File: src/rtl/svo_term_enc_pkg.sv
// Shared definitions for the SVO terminal encoder: default video timing,
// palette defaults, FSM state codes and timing-derivation helpers.
package svo_term_enc_pkg;

  // Default 640x480@60 timing (pixels / lines).
  localparam int unsigned SVO_HOR_PIXELS_DEF      = 640;
  localparam int unsigned SVO_HOR_FRONT_PORCH_DEF = 16;
  localparam int unsigned SVO_HOR_SYNC_DEF        = 96;
  localparam int unsigned SVO_HOR_BACK_PORCH_DEF  = 48;
  localparam int unsigned SVO_VER_PIXELS_DEF      = 480;
  localparam int unsigned SVO_VER_FRONT_PORCH_DEF = 10;
  localparam int unsigned SVO_VER_SYNC_DEF        = 2;
  localparam int unsigned SVO_VER_BACK_PORCH_DEF  = 33;

  // Sync polarity and the 2-bit palette.
  localparam logic        SYNC_ACTIVE_DEF = 1'b0;
  localparam logic [23:0] COLOR0_DEF      = 24'h000000;
  localparam logic [23:0] COLOR1_DEF      = 24'h555555;
  localparam logic [23:0] COLOR2_DEF      = 24'hAAAAAA;
  localparam logic [23:0] COLOR3_DEF      = 24'hFFFFFF;

  // Encoder FSM state codes.
  localparam logic [0:0] ST_SYNC = 1'b0;
  localparam logic [0:0] ST_RUN  = 1'b1;

  // One output pixel, red in the top byte.
  typedef struct packed {
    logic [7:0] r;
    logic [7:0] g;
    logic [7:0] b;
  } rgb_t;

  // Total period of one axis: active + front porch + sync + back porch.
  function automatic int unsigned seg_total(input int unsigned pix, input int unsigned fp,
                                            input int unsigned sw, input int unsigned bp);
    return pix + fp + sw + bp;
  endfunction

  // Counter width able to hold max(h_tot, v_tot) - 1.
  function automatic int unsigned cnt_width(input int unsigned h_tot, input int unsigned v_tot);
    int unsigned m;
    m = (h_tot > v_tot) ? h_tot : v_tot;
    return (m > 2) ? $clog2(m) : 1;
  endfunction

endpackage

File: src/rtl/svo_term_timing.sv
// Free-running raster counters and the timing flags derived from them.
// Origin (0,0) is the first active pixel; blanking follows the active area.
module svo_term_timing
  import svo_term_enc_pkg::*;
#(
  parameter int unsigned SVO_HOR_PIXELS      = SVO_HOR_PIXELS_DEF,
  parameter int unsigned SVO_HOR_FRONT_PORCH = SVO_HOR_FRONT_PORCH_DEF,
  parameter int unsigned SVO_HOR_SYNC        = SVO_HOR_SYNC_DEF,
  parameter int unsigned SVO_HOR_BACK_PORCH  = SVO_HOR_BACK_PORCH_DEF,
  parameter int unsigned SVO_VER_PIXELS      = SVO_VER_PIXELS_DEF,
  parameter int unsigned SVO_VER_FRONT_PORCH = SVO_VER_FRONT_PORCH_DEF,
  parameter int unsigned SVO_VER_SYNC        = SVO_VER_SYNC_DEF,
  parameter int unsigned SVO_VER_BACK_PORCH  = SVO_VER_BACK_PORCH_DEF
) (
  input  logic clk,
  input  logic resetn,
  input  logic run,
  output logic active_c,
  output logic hsync_c,
  output logic vsync_c,
  output logic at_origin_c
);

  localparam int unsigned H_TOTAL = seg_total(SVO_HOR_PIXELS, SVO_HOR_FRONT_PORCH,
                                              SVO_HOR_SYNC, SVO_HOR_BACK_PORCH);
  localparam int unsigned V_TOTAL = seg_total(SVO_VER_PIXELS, SVO_VER_FRONT_PORCH,
                                              SVO_VER_SYNC, SVO_VER_BACK_PORCH);
  localparam int unsigned CNT_W   = cnt_width(H_TOTAL, V_TOTAL);

  // Inclusive bounds keep every constant at or below TOTAL-1, so none overflow CNT_W.
  localparam logic [CNT_W-1:0] H_LAST     = CNT_W'(H_TOTAL - 1);
  localparam logic [CNT_W-1:0] V_LAST     = CNT_W'(V_TOTAL - 1);
  localparam logic [CNT_W-1:0] H_ACT_LAST = CNT_W'(SVO_HOR_PIXELS - 1);
  localparam logic [CNT_W-1:0] V_ACT_LAST = CNT_W'(SVO_VER_PIXELS - 1);
  localparam logic [CNT_W-1:0] HS_FIRST   = CNT_W'(SVO_HOR_PIXELS + SVO_HOR_FRONT_PORCH);
  localparam logic [CNT_W-1:0] HS_LAST    = CNT_W'(SVO_HOR_PIXELS + SVO_HOR_FRONT_PORCH
                                                   + SVO_HOR_SYNC - 1);
  localparam logic [CNT_W-1:0] VS_FIRST   = CNT_W'(SVO_VER_PIXELS + SVO_VER_FRONT_PORCH);
  localparam logic [CNT_W-1:0] VS_LAST    = CNT_W'(SVO_VER_PIXELS + SVO_VER_FRONT_PORCH
                                                   + SVO_VER_SYNC - 1);

  logic [CNT_W-1:0] hcnt;
  logic [CNT_W-1:0] vcnt;

  // Raster position: held at origin until the synchronized reset release, then free-running.
  always_ff @(posedge clk or negedge resetn) begin
    if (!resetn) begin
      hcnt <= '0;
      vcnt <= '0;
    end else if (run) begin
      if (hcnt == H_LAST) begin
        hcnt <= '0;
        vcnt <= (vcnt == V_LAST) ? '0 : vcnt + CNT_W'(1);
      end else begin
        hcnt <= hcnt + CNT_W'(1);
      end
    end
  end

  assign active_c    = (hcnt <= H_ACT_LAST) && (vcnt <= V_ACT_LAST);
  assign hsync_c     = (hcnt >= HS_FIRST) && (hcnt <= HS_LAST);
  assign vsync_c     = (vcnt >= VS_FIRST) && (vcnt <= VS_LAST);
  assign at_origin_c = (hcnt == '0) && (vcnt == '0);

endmodule

File: src/rtl/svo_term_enc.sv
// SVO terminal encoder: turns an AXI-stream of 2-bit pixel codes into
// registered RGB + sync/de video, locking to the stream's frame start.
module svo_term_enc
  import svo_term_enc_pkg::*;
#(
  parameter int unsigned SVO_HOR_PIXELS      = SVO_HOR_PIXELS_DEF,
  parameter int unsigned SVO_HOR_FRONT_PORCH = SVO_HOR_FRONT_PORCH_DEF,
  parameter int unsigned SVO_HOR_SYNC        = SVO_HOR_SYNC_DEF,
  parameter int unsigned SVO_HOR_BACK_PORCH  = SVO_HOR_BACK_PORCH_DEF,
  parameter int unsigned SVO_VER_PIXELS      = SVO_VER_PIXELS_DEF,
  parameter int unsigned SVO_VER_FRONT_PORCH = SVO_VER_FRONT_PORCH_DEF,
  parameter int unsigned SVO_VER_SYNC        = SVO_VER_SYNC_DEF,
  parameter int unsigned SVO_VER_BACK_PORCH  = SVO_VER_BACK_PORCH_DEF,
  parameter logic        SYNC_ACTIVE         = SYNC_ACTIVE_DEF,
  parameter logic [23:0] COLOR0              = COLOR0_DEF,
  parameter logic [23:0] COLOR1              = COLOR1_DEF,
  parameter logic [23:0] COLOR2              = COLOR2_DEF,
  parameter logic [23:0] COLOR3              = COLOR3_DEF
) (
  input  logic        clk,
  input  logic        resetn,
  input  logic        in_axis_tvalid,
  output logic        in_axis_tready,
  input  logic [1:0]  in_axis_tdata,
  input  logic        in_axis_tuser,
  output logic [23:0] rgb,
  output logic        hsync,
  output logic        vsync,
  output logic        de,
  output logic        locked,
  output logic        underflow,
  output logic        frame_err
);

  logic [1:0] rst_sync;
  logic       run;
  logic       active;
  logic       hs_on;
  logic       vs_on;
  logic       at_origin;
  logic [0:0] state;
  logic [0:0] state_next;
  logic       ready;
  logic       take_pixel;
  logic       uf_next;
  logic       fe_next;
  rgb_t       pix_color;

  // Reset assert is immediate; release passes two flops before the raster starts.
  always_ff @(posedge clk or negedge resetn) begin
    if (!resetn) begin
      rst_sync <= 2'b00;
    end else begin
      rst_sync <= {rst_sync[0], 1'b1};
    end
  end

  assign run = rst_sync[1];

  svo_term_timing #(
    .SVO_HOR_PIXELS      (SVO_HOR_PIXELS),
    .SVO_HOR_FRONT_PORCH (SVO_HOR_FRONT_PORCH),
    .SVO_HOR_SYNC        (SVO_HOR_SYNC),
    .SVO_HOR_BACK_PORCH  (SVO_HOR_BACK_PORCH),
    .SVO_VER_PIXELS      (SVO_VER_PIXELS),
    .SVO_VER_FRONT_PORCH (SVO_VER_FRONT_PORCH),
    .SVO_VER_SYNC        (SVO_VER_SYNC),
    .SVO_VER_BACK_PORCH  (SVO_VER_BACK_PORCH)
  ) u_timing (
    .clk         (clk),
    .resetn      (resetn),
    .run         (run),
    .active_c    (active),
    .hsync_c     (hs_on),
    .vsync_c     (vs_on),
    .at_origin_c (at_origin)
  );

  // Lock state register.
  always_ff @(posedge clk or negedge resetn) begin
    if (!resetn) begin
      state <= ST_SYNC;
    end else begin
      state <= state_next;
    end
  end

  // Beat acceptance, pixel take and error detection for the current raster position.
  always_comb begin
    state_next = state;
    ready      = 1'b0;
    take_pixel = 1'b0;
    uf_next    = 1'b0;
    fe_next    = 1'b0;
    if (run) begin
      case (state)
        ST_SYNC: begin
          // Mid-frame beats are flushed; the frame-start beat waits for the origin.
          if (in_axis_tvalid) begin
            if (!in_axis_tuser) begin
              ready = 1'b1;
            end else if (at_origin) begin
              ready      = 1'b1;
              take_pixel = 1'b1;
              state_next = ST_RUN;
            end
          end
        end
        ST_RUN: begin
          if (active) begin
            if (!in_axis_tvalid) begin
              ready      = 1'b1;
              uf_next    = 1'b1;
              state_next = ST_SYNC;
            end else if (in_axis_tuser != at_origin) begin
              // Frame marker out of place: leave the beat for the next origin.
              fe_next    = 1'b1;
              state_next = ST_SYNC;
            end else begin
              ready      = 1'b1;
              take_pixel = 1'b1;
            end
          end
        end
        default: begin
          state_next = ST_SYNC;
        end
      endcase
      // A framing error outranks an underflow reported on the same clock.
      if (fe_next) begin
        uf_next = 1'b0;
      end
    end
  end

  assign in_axis_tready = ready;

  // Palette lookup of the incoming pixel code.
  always_comb begin
    pix_color = COLOR0;
    case (in_axis_tdata)
      2'd0:    pix_color = COLOR0;
      2'd1:    pix_color = COLOR1;
      2'd2:    pix_color = COLOR2;
      default: pix_color = COLOR3;
    endcase
  end

  // Registered video outputs, all aligned to the raster position just processed.
  always_ff @(posedge clk or negedge resetn) begin
    if (!resetn) begin
      rgb       <= 24'h000000;
      de        <= 1'b0;
      hsync     <= ~SYNC_ACTIVE;
      vsync     <= ~SYNC_ACTIVE;
      locked    <= 1'b0;
      underflow <= 1'b0;
      frame_err <= 1'b0;
    end else begin
      rgb       <= take_pixel ? pix_color : COLOR0;
      de        <= run && active;
      hsync     <= (run && hs_on) ? SYNC_ACTIVE : ~SYNC_ACTIVE;
      vsync     <= (run && vs_on) ? SYNC_ACTIVE : ~SYNC_ACTIVE;
      locked    <= (state_next == ST_RUN);
      underflow <= uf_next;
      frame_err <= fe_next;
    end
  end

endmodule

File: config.mk
export PLATFORM = sky130hd
export DESIGN_NAME = svo_term_enc
export DESIGN_NICKNAME = d
export VERILOG_FILES = /design/src/rtl/svo_term_enc_pkg.sv /design/src/rtl/svo_term_timing.sv /design/src/rtl/svo_term_enc.sv
export SDC_FILE = /design/constraint.sdc
export NUM_CORES = 1
export LEC_CHECK = 0
export ABC_AREA = 1
export ABC_CLOCK_PERIOD_IN_PS = 2200
export CAP_MARGIN = 20
export CORE_MARGIN = 3
export CORE_UTILIZATION = 49
export DETAILED_ROUTE_END_ITERATION = 10
export GPL_ROUTABILITY_DRIVEN = 1
export HOLD_SLACK_MARGIN = 0.02
export MAX_ROUTING_LAYER = met4
export PLACE_DENSITY = 0.76
export SYNTH_ARGS = -nofsm -noshare
export SYNTH_HDL_FRONTEND = slang
export SYNTH_SLANG_ARGS = --single-unit
File: constraint.sdc
create_clock -name clk -period 2.2 [get_ports clk]
set_clock_uncertainty 0.05 [all_clocks]
set_input_delay 0.55 -clock clk [delete_from_list [all_inputs] [get_ports clk]]
set_output_delay 0.55 -clock clk [all_outputs]
set_load 0.03 [all_outputs]
== After elaboration in Yosys (flattened, before gate mapping) ==
Cells that the tools add are included.

* Input port bits: 6
* Bits in registers: 52
* Output and inout port bits: 31
* Word-level logic and storage cells: 68

* Add/sub/neg operators: 2
* Eq/ne operators: 5
* Bitwise logic cells: 1
* Reduce and logical (&&, ||, !) cells: 11
* Muxes and demuxes: 33
* $lt $le $gt $ge: 6

{| class="wikitable"
|+ Operator list
! operator !! count
|-
| 24-bit case mux with 3 select lines || 1
|-
| 1-bit two-way mux || 26
|-
| 24-bit two-way mux || 1
|-
| 10-bit by 1-bit adder with 10-bit output (second input constant) || 2
|-
| 10-bit == test (second input constant) || 2
|-
| 10-bit <= comparator (second input constant) || 2
|-
| 10-bit by 9-bit <= comparator with 1-bit output (second input constant) || 2
|-
| 10-bit logical NOT || 2
|-
| 10-bit two-way mux || 2
|-
| 10-bit >= comparator (second input constant) || 1
|-
| 10-bit by 9-bit >= comparator with 1-bit output (second input constant) || 1
|-
| 1-bit logical AND || 7
|-
| 1-bit case mux with 2 select lines || 3
|-
| 2-bit by 1-bit == test with 1-bit output (second input constant) || 1
|-
| 2-bit == test (second input constant) || 1
|-
| 2-bit logical NOT || 1
|-
| 2-bit AND reduction || 1
|-
| 1-bit != test || 1
|-
| 1-bit inverter || 1
|}

== Longest topological paths before layout ==
Gate-level depths: netlist (run 1).

* Depth after elaboration: 10
* Depth in mapped cells: 10
* Gate-level depth less buffers: 10

== By module ==
Synthesis (run 1) repeated with hierarchy kept, for this count alone.

* Cells, all modules: 232
* Area total of the unflattened synthesis: 1,831.8 µm²

{| class="wikitable"
|+ Modules (own cells, without submodules)
! module !! area an instance (µm²) !! cells an instance !! instances !! sequential area each (µm²)
|-
| svo_term_timing || 1,270.0 || 170 || 1 || 500.5
|-
| svo_term_enc || 561.8 || 62 || 1 || 252.7
|}

== Worst setup path before layout (run 1) ==
No wires, ideal clock.

* Kind: reg-to-output
* From: reg u_timing.vcnt[0]
* To: out in_axis_tready
* Slack: -304 ps
* Cell stages (with the launch flop): 10
* Buffers on the path: 0
* Arrival time: 1,904 ps
* Data required time: 1,600 ps
* Cell sequence: dfrtp_1 inv_1 ha_1 nand4_1 nand3b_1 ha_1 inv_1 nand3_1 nand3_1 a21oi_1

* Word-level cells in the longest chain between the ends: 8
* Elaborated cells between the ends (all ways): 13
* Classes of those cells: 1 x order compare; 1 x eq/ne; 8 x mux; 3 x reduce/logical

{| class="wikitable"
|+ RTL lines
! item !! RTL line !! source
|-
| start, declared || svo_term_timing.sv:43 || <nowiki>logic [CNT_W-1:0] vcnt;</nowiki>
|-
| start signal, assigned || svo_term_timing.sv:53 || <nowiki>vcnt <= (vcnt == V_LAST) ? '0 : vcnt + CNT_W'(1);</nowiki>
|-
| branches (longest 6 deep; another with 10-bit by 9-bit <= comparator with 1-bit output) || - ||
|-
| 1-bit case mux with 2 select lines (*) || svo_term_enc.sv:96 || <nowiki>case (state)</nowiki>
|-
| 1-bit two-way mux (*) || svo_term_enc.sv:95 || <nowiki>if (run) begin</nowiki>
|-
| end, declared || svo_term_enc.sv:23 || <nowiki>output logic in_axis_tready,</nowiki>
|}

Every way passes the cells marked *.

== Worst setup path in the final report (run 1) ==
* From: reg u_timing.hcnt[0]
* To: out in_axis_tready

* Word-level cells in the longest chain between the ends: 8
* Elaborated cells between the ends (all ways): 13
* Classes of those cells: 1 x order compare; 1 x eq/ne; 8 x mux; 3 x reduce/logical

{| class="wikitable"
|+ RTL lines
! item !! RTL line !! source
|-
| start, declared || svo_term_timing.sv:42 || <nowiki>logic [CNT_W-1:0] hcnt;</nowiki>
|-
| start signal, assigned || svo_term_timing.sv:55 || <nowiki>hcnt <= hcnt + CNT_W'(1);</nowiki>
|-
| branches (longest 6 deep; another with 10-bit <= comparator) || - ||
|-
| 1-bit case mux with 2 select lines (*) || svo_term_enc.sv:96 ||
|-
| 1-bit two-way mux (*) || svo_term_enc.sv:95 ||
|}

Marks and branches as above.

==> metrics.txt, run 1 <==
Crit path required time around 1.6 ns; CORE AREA 3520 µm²; Worst path depth 11; Hold Vio Cnt, Final 0; Final HPWL DP 3.00 mm; Routed WL per cell 13.4 µm; status complete, but fails checks; CP max stage delay 0.40 ns; Hold Buf Count CTS 0; Starting Density 0.534; initial antenna violation count 0; Critical Path Source Type flop; largest net degree at the start of global routing 31; cells after synthesis around 230; most common cell after layout, fill and taps aside buf_4; die width a little under 70 µm; flops & latches, synth 30; most frequent cells in the layout 43 x buf_4, 41 x nand2_1, 30 x clkdlybuf4s50_1; Final setup viols 1; net count after synthesis ~250; syn avg cell area 8.11 µm²; gr usage total 0.224; first-pass GRT wire length between 7 and 8 mm; initial drt markers approximately 100; CP Cell Sequence inv_2 -> ha_4 -> nand4_1 -> nor2_1 -> nand3b_1 -> ha_1 -> inv_2 -> nand3_2 -> nand3_2 -> a21oi_4 -> buf_6; MaxCap Viol Count 0; num rows 21; failing checks setup timing; critical path class flop to output pin; Cell Pwr Density 658 nW/µm²; clock slew at reported path FFs 0.07 ns; Max Clk Rate between 300 and 400 MHz; register area 753 µm²; WP buf/inv 3; Worst Path Max Fanout 2; final worst path period share 1.17; leak pwr 0.00132 µW; Mapped Area 1880 µm²; clk sinks 30; worst hold stages 0; routability cong. 0.851; number of diodes 0; Tot Pwr 1730 µW; utilization after layout 0.747; Overflow after GRT 0; RSZ-0062 raised after global routing yes; Synth top area share 0.373; Port Buffers 36; setup TNS -0.376 ns; slowest stage cell, crit path dfrtp_1; CTS root buffer clkbuf_8; ANT nets after route 0; delay-heaviest family, CP adder cells; via count 1,717; Routed WL 4.54 mm; Num CTS Buffers 5; vias in the first global route 1,558; Worst Hold Class flop to flop; die outline height 68.0 µm; DRC 0; share of layout cells above drive strength 1 0.276; Critical Path AT just under 2 ns; Nets 305; top cell type by total area after synthesis dfrtp_1; Max Slew Vio Count 0; CTS tree done; Cell variety after synth 28; sequential fraction of the synthesis area 0.401; Synth area leaders dfrtp_1 37%, buf_4 9.2%, nand2_1 8.4%; Filler cells 257; Syn. warnings 0; DIE AREA roughly 4600 µm²; worst skew pair latency a little under 0.3 ns; Worst Setup Slack, final -0.376 ns; # H-tree levels 2; CTS Buffer Depth 2; DRT Pass-1 Iters 4; P&R area growth vs syn 39.9%; Crit. End Element output pin; drt via density 5.06; area occupied by multi-input gates 887 µm²; I/O pin count 37; fin crit period roughly 2.6 ns; R2R depth 13; Max VDD drop 0.475 mV
where the power goes:
group / switching [µW] / internal, µW / leakage (µW)
Sequential: 31.7 / 598 / 0.000394
Clock: 214 / 369 / 0.0000585
Combinational: 278 / 240 / 0.000863
Total: 524 / 1210 / 0.00132
cell families after synthesis:
group | Yosys count | synth area share
AND/OR/NAND/NOR | 107 | 0.286
buffers and inverters | 58 | 0.167
flip-flops | 30 | 0.401
AO/OA/AOI/OAI | 23 | 0.0699
adder cells (fa/ha/maj) | 7 | 0.0466
XOR/XNOR | 6 | 0.0279
other | 1 | 0.00199
routing by layer:
metal / up-vias / track usage / share of wire / wire (µm)
met2: 73 / 0.344 / 0.46 / 2080
met5: - / - / 0 / 0
li1: 843 / - / - / -
met4: 0 / 0.112 / 0.034 / 154
met1: 787 / 0.278 / 0.44 / 1980
met3: 14 / 0.0476 / 0.071 / 324
cells in the mapped netlist:
master / number
dfrtp_1: 28
inv_1: 32
conb_1: 1
a21oi_1: 5
nand3_4: 1
nor2_4: 2
buf_4: 23
nand3_1: 19
o21ai_1: 4
nor2_1: 18
nor2_8: 1
o21ai_0: 10
o21ai_2: 3
nand2_1: 42
ha_1: 7
o211a_1: 1
xor2_1: 5
nor2_2: 1
buf_2: 2
nor4_1: 1
buf_6: 1
nand4_4: 1
dfstp_2: 2
nand3b_1: 3
nand4_1: 7
xnor2_1: 1
nand2_2: 2
nor3_1: 9
path summary, 6_finish.rpt:
| check | startpoint | end | slack (ns) |
|---|---|---|---|
| min in group asynchronous | resetn | u_timing.hcnt[7] | 0.59 |
| worst min-delay path | rst_sync[0] | rst_sync[1] | 0.30 |
| max in group asynchronous | resetn | vsync | 1.18 |
| worst min register to register | rst_sync[0] | rst_sync[1] | 0.30 |
| worst max register to register | u_timing.hcnt[0] | rgb[21] | 0.09 |
| worst max-delay path | u_timing.hcnt[0] | in_axis_tready | -0.38 |
final cells by class:
class,count,area share
Clock inverter,1,0.0114
Tap cell,46,0.0219
Timing Repair Buffer,79,0.265
Sequential cell,30,0.286
Inverter,32,0.0456
Clock buffer,7,0.0328
Multi-Input combinational cell,144,0.337
registers in the layout (all words and copies together) (netlist names):
| signal | count |
|---|---|
| de | 1 |
| frame_err | 1 |
| hsync | 1 |
| locked | 1 |
| rgb | 2 |
| rst_sync | 2 |
| u_timing.hcnt | 10 |
| u_timing.vcnt | 10 |
| underflow | 1 |
| vsync | 1 |
worst reg2reg max path: cells and delay by family (launching register included):
kind            cells  cell delay (ns)
compound gates      1             0.19
flops               1             0.40
fa+ha+maj           2             0.26
simple gates        4             0.48
buf+inv             6             0.67
stage by stage:
step / cells / hold slack [ns] / setup WS, ns / instance area, µm²
global route: 339 / 0.319 / -0.477 / 2630
floorplan: 232 / 0.204 / -0.00207 / 1910
CTS: 340 / 0.310 / -0.358 / 2600
detailed placement: 323 / 0.287 / -0.187 / 2400
finish: 339 / 0.305 / -0.376 / 2630
global placement: 323 / 0.282 / -0.150 / 2400
timing repair:
action,4_1_cts,5_1_grt
buffers inserted,9,4
setup endpoints to repair,1,22
pin swaps,11,6
gates resized for setup,6,12
cloned,0,0
Power figures use the tool's default switching activity.
==> inputs of run 2 (changes only) <==
--- a/config.mk
+++ b/config.mk
@@ -15,6 +15,7 @@
 export HOLD_SLACK_MARGIN = 0.02
 export MAX_ROUTING_LAYER = met4
 export PLACE_DENSITY = 0.76
+export SETUP_SLACK_MARGIN = 0.5
 export SYNTH_ARGS = -nofsm -noshare
 export SYNTH_HDL_FRONTEND = slang
 export SYNTH_SLANG_ARGS = --single-unit
==> run 2 against run 1 <==
Compared with the run above: the flow still finishes with violations (setup timing); maximum frequency is 4.6% lower; critical path depth stayed put; final cell count is 3.8% higher; die area stayed put; via count is 5.5% higher; first-iteration DRC count is 3.8% higher; core utilization is 3.6 points higher; design area is 4.8% higher; clock-buffer cell count stayed put; worst setup slack worse by 0.12 ns; flip-flop and latch count stayed put; critical endpoint unchanged.
==> metrics.txt, run 2 (synthesized netlist as in run 1, its figures left out) <==
Crit path required time around 1.6 ns; cell area after layout 2760 µm²; Max Slew Vio Count 0; ANT nets after route 0; R2R depth 18; CTS Buffer Depth 2; Worst Hold Class flop to flop; Max VDD drop 0.477 mV; Worst Path Max Fanout 2; hold_sp rst_sync[0]; die width ~68 µm; Critical Path Source Type flop; Non-Filler Instances 352; Overflow after GRT 0; worst setup path start u_timing.hcnt[1]; reg2reg start u_timing.hcnt[1]; number of diodes 0; CORE AREA between 3000 and 4000 µm²; drt via density 5.15; # H-tree levels 2; RSZ-0062 raised after global routing yes; MaxCap Viol Count 0; DRT Pass-1 Iters 4; initial antenna violation count 0; clock slew at reported path FFs 0.07 ns; Num CTS Buffers 5; Hold Buf Count CTS 0; vias in the first global route 1,591; CP Cell Sequence inv_2 -> ha_4 -> nand4_1 -> nor2_1 -> nand3b_1 -> ha_1 -> inv_2 -> nand3_4 -> nand3_2 -> a21oi_4 -> buf_6; Worst Setup Slack, final -0.500 ns; slowest stage cell, crit path dfrtp_1; initial drt markers 108; P&R area growth vs syn 46.6%; utilization after layout 0.783; Hold Vio Cnt, Final 0; gr usage total 0.229; die outline height 68.0 µm; most frequent cells in the layout 45 x buf_4, 41 x nand2_1, 25 x inv_1, 25 x dfrtp_1, 17 x nand3_1; CTS root buffer clkbuf_8; Routed WL per cell 15.4 µm; final worst path period share 1.23; CTS tree done; Routed WL 5.43 mm; Crit. End Element output pin; status complete, but fails checks; via count roughly 1,800; Cell Pwr Density 671 nW/µm²; I/O pin count 37; Critical Path AT 2.10 ns; hold_ws 0.300 ns; share of layout cells above drive strength 1 0.405; Placed Cells incl. Taps about 320; clk sinks 30; Crit path top cell by count inv_2; r2r setup slk -0.45 ns; worst skew pair latency 0.29 ns; leak pwr 0.00134 µW; Starting Density 0.534; fin crit period 2.70 ns; Setup Slack @ Placement -0.187 ns; largest net degree at the start of global routing 31; Port Buffers 36; Post-Place Cell Area around 2400 µm²; DRC 0; Largest regs u_timing.hcnt: 10 flops, u_timing.vcnt: 10 flops; CP max stage delay approximately 0.40 ns; delay-heaviest family, CP adder cells; routability cong. between 0.8 and 0.9; worst hold stages 0; Final HPWL DP 3.00 mm; DIE AREA about 4600 µm²; Worst path depth 11; failing checks setup timing; most common cell after layout, fill and taps aside buf_4; Final setup viols 4; num rows 21; Max Clk Rate between 300 and 400 MHz; first-pass GRT wire length 7.54 mm; critical path class flop to output pin; Nets ~320; WP buf/inv 3
run 2: changes by cell type in the layout (fill, tap and decap cells not counted), moves of 2 or more:
cell / before / now
dlymetal6s2s_1: 5 / 0
dfrtp_2: 0 / 3
clkdlybuf4s50_1: 30 / 5
clkdlybuf4s15_2: 0 / 13
buf_6: 1 / 10
dfrtp_1: 28 / 25
buf_2: 0 / 11
nor2_1: 18 / 16
dlygate4sd2_1: 0 / 4
o21ai_1: 4 / 6
nor2_2: 1 / 3
buf_4: 43 / 45
run 2: power breakdown:
| part | total, µW | switching [µW] | internal (µW) |
|---|---|---|---|
| Clock | 587 | 218 | 369 |
| Sequential | 634 | 35.5 | 599 |
| Combinational | 628 | 339 | 289 |
| Total | 1850 | 593 | 1260 |
run 2: timing repair:
action,4_1_cts,5_1_grt
hold endpoints to repair,0,0
gates resized for setup,101,43
gates cloned,0,1
buffers inserted,9,11
endpoints found under the setup margin,34,35
pin swaps,11,8
run 2: routing by layer:
| metal | up-vias | part of all wire | track usage |
|---|---|---|---|
| li1 | 870 | - | - |
| met1 | 849 | 0.41 | 0.296 |
| met2 | 79 | 0.48 | 0.339 |
| met3 | 14 | 0.071 | 0.0509 |
| met4 | 0 | 0.033 | 0.107 |
| met5 | - | 0 | - |
run 2: area by class of cell:
| type | instances | area [µm²] |
|---|---|---|
| inverters | 32 | 123 |
| clock inverters | 1 | 30.0 |
| repair buffers | 91 | 774 |
| multi-input cells | 145 | 930 |
| flip-flops and latches | 30 | 757 |
| well taps | 46 | 57.6 |
| clock buffers | 7 | 86.3 |
| fillers | 229 | 763 |
run 2: final timing paths:
kind | end
min reg2reg | rst_sync[1]
max reg2reg | rgb[21]
min | rst_sync[1]
max | in_axis_tready
min in group asynchronous | u_timing.hcnt[7]
max in group asynchronous | vsync
run 2: metrics by stage:
stage / TNS (ns) / power, µW
floorplan: -0.00207 / 891
finish: -1.75 / 1850
global route: -2.30 / 1920
CTS: -0.698 / 1730
detailed placement: -0.187 / 1060
global placement: -0.150 / 1050
